## config.mk

```make
export PLATFORM = sky130hd
export DESIGN_NAME = fsm_input_debounce_flat
export DESIGN_NICKNAME = d
export VERILOG_FILES = /design/src/rtl/fsm_input_debounce_if.sv /design/src/rtl/fsm_input_debounce.sv /design/src/flat_wrapper.sv
export SDC_FILE = /design/constraint.sdc
export NUM_CORES = 1
export LEC_CHECK = 0
export BUFFER_PORTS_ARGS = -buffer_cell sky130_fd_sc_hd__buf_4
export CORE_MARGIN = 3
export CORE_UTILIZATION = 30
export DETAILED_ROUTE_END_ITERATION = 12
export PLACE_DENSITY_LB_ADDON = 0.08
export SLEW_MARGIN = 20
export SYNTH_ARGS = -nofsm -noshare
export SYNTH_HDL_FRONTEND = slang
export SYNTH_SLANG_ARGS = --single-unit
```

## constraint.sdc

```tcl
create_clock -name clk -period 3.1 [get_ports clk]
set_input_delay 0.62 -clock clk [delete_from_list [all_inputs] [get_ports clk]]
set_output_delay 0.62 -clock clk [all_outputs]
set_load 0.01 [all_outputs]
```

## src/rtl/fsm_input_debounce_if.sv

```systemverilog
// Raw switch inputs and conditioned level/tick outputs of fsm_input_debounce.
// master drives the raw switches and observes; slave is the debouncer side.
`timescale 1ns/1ps

interface fsm_input_debounce_if;
  logic sw_a;
  logic sw_b;
  logic a;
  logic b;
  logic a_tick;
  logic b_tick;

  modport master (
    output sw_a, sw_b,
    input  a, b, a_tick, b_tick
  );

  modport slave (
    input  sw_a, sw_b,
    output a, b, a_tick, b_tick
  );
endinterface

```

## src/rtl/fsm_input_debounce.sv

```systemverilog
// Two independent switch debouncers producing a clean level and a rising-edge tick.
// Optional 2-flop input synchronisers are enabled by defining FSM_DB_SYNC_EN.
`timescale 1ns/1ps

module fsm_input_debounce #(
  parameter int unsigned DB_CNT = 1000000
) (
  input logic                 clk,
  input logic                 reset,
  fsm_input_debounce_if.slave bus
);

  localparam int unsigned NCH = 2;
  localparam int unsigned CW  = $clog2(DB_CNT);
  localparam logic [CW-1:0] CNT_LOAD = CW'(DB_CNT - 1);

  // Bit 1 of the encoding is the debounced level, so the output is a flop bit.
  typedef enum logic [1:0] {
    ZERO  = 2'b00,
    WAIT1 = 2'b01,
    ONE   = 2'b10,
    WAIT0 = 2'b11
  } state_t;

  logic [NCH-1:0] w_raw;
  logic [NCH-1:0] w_level;
  logic [NCH-1:0] w_tick;

  assign w_raw = {bus.sw_b, bus.sw_a};

  for (genvar g = 0; g < NCH; g++) begin : g_ch
    state_t        r_state;
    state_t        w_state_nxt;
    logic [CW-1:0] r_cnt;
    logic [CW-1:0] w_cnt_nxt;
    logic          r_tick;
    logic          w_tick_nxt;
    logic          w_s;

`ifdef FSM_DB_SYNC_EN
    logic r_sync1;
    logic r_sync2;

    always_ff @(posedge clk) begin
      if (!reset) begin
        r_sync1 <= 1'b0;
        r_sync2 <= 1'b0;
      end else begin
        r_sync1 <= w_raw[g];
        r_sync2 <= r_sync1;
      end
    end

    assign w_s = r_sync2;
`else
    assign w_s = w_raw[g];
`endif

    // State, counter and tick registers
    always_ff @(posedge clk) begin
      if (!reset) begin
        r_state <= ZERO;
        r_cnt   <= '0;
        r_tick  <= 1'b0;
      end else begin
        r_state <= w_state_nxt;
        r_cnt   <= w_cnt_nxt;
        r_tick  <= w_tick_nxt;
      end
    end

    // Next state and stability counter; the counter only loads or decrements
    always_comb begin
      w_state_nxt = r_state;
      w_cnt_nxt   = r_cnt;
      unique case (r_state)
        ZERO: begin
          if (w_s) begin
            w_state_nxt = WAIT1;
            w_cnt_nxt   = CNT_LOAD;
          end
        end
        WAIT1: begin
          if (!w_s) begin
            w_state_nxt = ZERO;
          end else if (r_cnt == '0) begin
            w_state_nxt = ONE;
          end else begin
            w_cnt_nxt = r_cnt - CW'(1);
          end
        end
        ONE: begin
          if (!w_s) begin
            w_state_nxt = WAIT0;
            w_cnt_nxt   = CNT_LOAD;
          end
        end
        WAIT0: begin
          if (w_s) begin
            w_state_nxt = ONE;
          end else if (r_cnt == '0) begin
            w_state_nxt = ZERO;
          end else begin
            w_cnt_nxt = r_cnt - CW'(1);
          end
        end
        default: begin
          w_state_nxt = ZERO;
          w_cnt_nxt   = '0;
        end
      endcase
    end

    // Tick only on an accepted WAIT1 -> ONE transition
    always_comb begin
      w_tick_nxt = 1'b0;
      if ((r_state == WAIT1) && w_s && (r_cnt == '0)) begin
        w_tick_nxt = 1'b1;
      end
    end

    assign w_level[g] = r_state[1];
    assign w_tick[g]  = r_tick;
  end

  assign bus.a      = w_level[0];
  assign bus.b      = w_level[1];
  assign bus.a_tick = w_tick[0];
  assign bus.b_tick = w_tick[1];

endmodule
```

## src/flat_wrapper.sv

```systemverilog
// flat-port wrapper written by rule: the top's interface ports become plain ports
module fsm_input_debounce_flat 
#(
  parameter int unsigned DB_CNT = 1000000
)
  (clk, reset, bus_sw_a, bus_sw_b, bus_a, bus_b, bus_a_tick, bus_b_tick);
  fsm_input_debounce_if bus_i ();
  input logic clk;
  input logic reset;
  input wire logic [$bits(bus_i.sw_a)-1:0] bus_sw_a;
  input wire logic [$bits(bus_i.sw_b)-1:0] bus_sw_b;
  output wire logic [$bits(bus_i.a)-1:0] bus_a;
  output wire logic [$bits(bus_i.b)-1:0] bus_b;
  output wire logic [$bits(bus_i.a_tick)-1:0] bus_a_tick;
  output wire logic [$bits(bus_i.b_tick)-1:0] bus_b_tick;
  assign bus_i.sw_a = bus_sw_a;
  assign bus_i.sw_b = bus_sw_b;
  assign bus_a = bus_i.a;
  assign bus_b = bus_i.b;
  assign bus_a_tick = bus_i.a_tick;
  assign bus_b_tick = bus_i.b_tick;
  fsm_input_debounce #(.DB_CNT(DB_CNT)) u_core (.clk(clk), .reset(reset), .bus(bus_i));
endmodule
```

Yosys cells after proc, flatten, opt, wreduce, memory -nomap -nowiden
Index checks and enable logic that the tools add are counted.
- equality and inequality tests: 18
- add/sub/neg operators: 2
- shift operators: 0
- $lt $le $gt $ge: 0
- mux-type cells: 28
- bitwise logic cells: 0
- $mul: 0
- divide/modulo/power cells: 0
- reductions and logical operators: 12
- operators by type and width (kind ; count):
    2-to-1 mux 20 bit ; 10
    one-hot mux 20 bit (4 select lines) ; 2
    zero test 20 bit ; 2
    subtractor 20 x 1 -> 20 bit (second input constant) ; 2
    2-to-1 mux 2 bit ; 12
    != test 2 bit (second input constant) ; 8
    one-hot mux 2 bit (4 select lines) ; 2
    AND reduction 4 bit ; 4
    != test 3 x 2 -> 1 bit (second input constant) ; 4
    equality test 2 bit (second input constant) ; 4
    equality test 2 x 1 -> 1 bit (second input constant) ; 2
    logical AND 1 bit ; 4
    zero test 2 bit ; 2
    2-to-1 mux 1 bit ; 2
- bits in read-only memories: 0
- bits in registers: 46
- output and inout port bits: 4
- bits in writable memories: 0
- memories kept: 0
- word-level logic and storage cells: 66
- bits of input ports: 4
- bits in latches: 0

Depth between registers and ports, before layout
- depth after elaboration: 4
- depth in mapped cells: 8
- depth with buffers taken out: 7

Least setup slack after synthesis
Ideal clock, no wire load.
- path kind: input-to-reg
- start: input bus_sw_b
- end: register u_core.g_ch[1].r_cnt[17]
- buffers on the path: 1
- arrival: 1.910 ns
- slack: 1.070 ns
- stages on the path: 6
- cell sequence: xor2_1 > nand3_1 > a31o_1 > buf_2 > o31a_1 > o31a_1
- longest elaborated chain between the ends: 2
- elaborated cells on any way between the ends: 5
- ends and longest elaborated chain (item ; RTL line ; RTL):
    from (decl) ; flat_wrapper.sv:11 ; input wire logic [$bits(bus_i.sw_b)-1:0] bus_sw_b;
    != test 2 bit (no source line) ; n/a ;
    AND reduction 4 bit (no source line) (*) ; n/a ;
    to (signal assigned) ; fsm_input_debounce.sv:67 ; r_cnt <= w_cnt_nxt;
    to (decl) ; fsm_input_debounce.sv:34 ; logic [CW-1:0] r_cnt;
Every way passes the cells marked *; elsewhere a longest branch is shown, timed or not.
A chain may end at the register's enable or synchronous reset.

Worst setup path in the final report
- start: register u_core.g_ch[0].r_cnt[3]
- end: register u_core.g_ch[0].r_cnt[18]
- longest elaborated chain between the ends: 4
- elaborated cells on any way between the ends: 6
- ends and longest elaborated chain (item ; RTL line ; RTL):
    from (decl) ; fsm_input_debounce.sv:34 ;
    from (signal assigned) ; fsm_input_debounce.sv:67 ;
    subtractor 20 x 1 -> 20 bit or zero test 20 bit (tied branches) ; n/a ;
    2-to-1 mux 20 bit (*) ; fsm_input_debounce.sv:86, fsm_input_debounce.sv:101 ;
    2-to-1 mux 20 bit, on equally long branches ; fsm_input_debounce.sv:99, fsm_input_debounce.sv:84 ;
    one-hot mux 20 bit (4 select lines) (*) ; fsm_input_debounce.sv:76 ; unique case (r_state)
Every way passes the cells marked *; elsewhere a longest branch is shown, timed or not. The select of a mux whose other input is x is not followed.

==> reports/metrics.cfg <==
[run_status]
outcome=finished, final reports clean

[setup_path]
path_max_fanout=15
worstSetupStartpointType=register
timing_worst_setup_path_type=reg -> reg
crit-reg2reg-launch=u_core.g_ch[0].r_cnt[3]
worstPathArrival_ns=2.54
cpPeakStageDelay_ns=0.48
cp_cell_sequence=nor4_4, nand4_2, or3_1, or4_1, a31oi_1
worst_setup_ep_type=register
cpLargestDelayFamily=simple AND/OR/NAND/NOR gates
critical_path.slowest_cell=or3_1
cp_required_ns=3.32
worstSetupStartpoint=u_core.g_ch[0].r_cnt[3]
cp_num_buf_inv=0

[clock_tree]
cts_setup_buffers=0
clock_tree.root_cell=clkbuf_8
cts-htree-levels=2
max-clock-path-buffers=2
postCtsHoldBufs=0
cts-buffers-inserted=5
cts.reportedPaths.clkPinSlew_ns=0.09
worst_skew_pair.late_latency_ns=0.30
post_cts_resize_count=0
clock_sinks=46
cts_tree=done

[floorplan]
core_area_um2=7490
start_util=0.318
fp-row-count=31
die-height_um=95.1
dieWidth_um=95.1
die-area_um2=9050
boundaryPins=8

[min_path]
worstHoldStart=u_core.g_ch[1].r_cnt[10]
worstHoldPathType=reg -> reg

[layout]
multi_input_area_um2=1390
insertedDiodeCount=0
layout.area.seq_um2=921
fillCellCount=788
finalNetCount=291
layout.cells.non_filler=383
share_of_final_layout_standard_cells_stronger_than_drive_strength_1=0.0845
flow.area_growth_from_synthesis_pct=10.5
fin_area_um2=2630
fin_util=0.351

[place]
dpl_cell_area_um2=2540
port_buffers=7
detailedPlacementHpwl_um=4100
gp_congestion=0.858
dp.cells=375

[sta]
final.period_utilization=0.748
final_critical_delay_including_setup_and_external_delays_ns=2.32
max_slew_vio_count=0
timing.final.hold_violations=0
max_clock_freq_mhz=431
totalNegativeSetupSlack_ns=0
timing_worst_slew_pin_value_ns=0.689
setup_viol=0
max-slew-margin-rel=0.539
final.setup_skew_ns=0.00830
unrepaired_setup_endpoints_after_global_routing=no

[power]
clock_power_share=0.290
vdd.ir_drop.worst_v=0.000151
leakagePower_nw=0.895
pwr-share-seq=0.511
sw_frac_of_total=0.311
fin_total_pwr_w=0.00133
netSwitchingPower_w=0.000414
power_frac_comb=0.199
power.density_cell_area_nw_per_um2=506
internal_power_w=0.000916

[drt]
detailroute.via_count=2078
viasPerCell=5.43
detail_route.iter0.violations=56
wire_per_inst_um=15.0
drcViolationCount=0
antenna_left=0
drtPass1Iterations=4
totalWireLength_um=5750

[global_routing]
grt_pass1_wl_um=9680
globalRoute.totalOverflow=0
number_of_antenna_violations_at_the_first_check_in_global_routing=0
via_count_of_the_first_global_routing_pass=2055
grt_max_degree=19
grt.total_usage=0.137

[synth]
post_synth_instance_area_um2=2380
synth-edff-count=0
synth-seq-cells=46
synth_warnings=0
syn_inst=277
yosys.cell_count.top_type=dfxtp_1
syn-num-nets=285
netlist_top_cells_count=dfxtp_1 (46), a21oi_1 (24), nor2_1 (22)
postSynth.asyncResetShare=0
synthDominantCellAreaShare=0.387
ys.flop_type=dfxtp_1
synthesis.area_per_instance_um2=8.60
synth.area.top_cells=dfxtp_1 (39%), a21oi_1 (5.0%), xnor2_1 (4.0%), nor2_1 (3.5%), or4_1 (3.2%)
synth.distinct_cells=54
synth.largest_area_cell=dfxtp_1
synth-seq-area-share=0.387

[job]
maxCapViolCount=0

-- area by class of cell --
class                      count  share of cell area
multi-input combinational    212               0.527
clock inverter                 1             0.00190
clock buffer                   7              0.0328
tap                           99              0.0471
inverter                       7             0.00999
sequential                    46               0.350
timing repair buffer          11              0.0314
-- per-layer routing --
metal,global-route usage,share of wire
met2,0.245,0.48
met1,0.158,0.47
met5,0,0
met4,0.0589,0.021
met3,0.0268,0.029
-- worst register-to-register path: stages (launching register included) --
cell and delay (ns):
dfxtp_1 0.38, nor4_4 0.42, nand4_2 0.40, or3_1 0.48
or4_1 0.40, a31oi_1 0.16
-- state kept, by name, summed over array words and instances (netlist names), named ones only --
| name | flops |
|---|---|
| u_core.bus.a_tick | 1 |
| u_core.bus.b_tick | 1 |
| u_core.g_ch.r_cnt | 40 |
| u_core.g_ch.r_state | 2 |
-- path summary, 6_finish.rpt --
path	end	cells after the start	slack, ns
worst max-delay path	u_core.g_ch[0].r_cnt[18]	5	0.78
worst min-delay path	u_core.g_ch[1].r_cnt[10]	2	0.48
worst max register to register	u_core.g_ch[0].r_cnt[18]	5	0.78
worst min register to register	u_core.g_ch[1].r_cnt[10]	2	0.48
-- layout by cell type, fill, tap and decap left out, drive strengths merged, types with 4 or more instances in the layout --
master,Yosys,routed
o31ai,10,10
xnor2,11,11
nor4,12,12
or4,10,10
clkbuf,9,7
o21ai,11,11
inv,6,6
buf,3,11
nand4,5,5
xor2,4,4
nand3,6,6
nor2,22,22
a31oi,4,4
nand2,15,15
or3,8,8
nor3,14,14
o31a,6,6
and2,4,4
o21a,4,4
dfxtp,46,46
a21oi,24,24
ha,4,4
-- power by group through the flow --
stage	combinational, W	clock, W	sequential [W]
after detailed placement	0.000265	0	0.000692
after global placement	0.000268	0	0.000693
final	0.000265	0.000386	0.000679
after CTS	0.000266	0.000407	0.000679
after floorplan	0.000208	0	0.000678
after global routing	0.000299	0.000428	0.000688
-- cell families (layout without fill, tap and decap cells) --
| kind of cell | count (synthesis) | count (layout) | share of synthesized area |
|---|---|---|---|
| adders and majority gates | 4 | 4 | 0.0210 |
| DFF | 46 | 46 | 0.387 |
| AOI/OAI and AO/OA | 78 | 78 | 0.221 |
| buffers and inverters | 19 | 26 | 0.0315 |
| muxes | 2 | 2 | 0.00840 |
| xor gates and xnor gates | 15 | 15 | 0.0551 |
| and+or+nand+nor | 113 | 113 | 0.277 |
-- through the flow --
stage | worst slack (ns) | hold slack, ns
after floorplan | 1.07 | 0.446
after global placement | 0.889 | 0.462
after detailed placement | 0.801 | 0.468
after CTS | 0.783 | 0.482
after global routing | 0.591 | 0.525
final | 0.781 | 0.483
(Power assumes the default switching activity.)
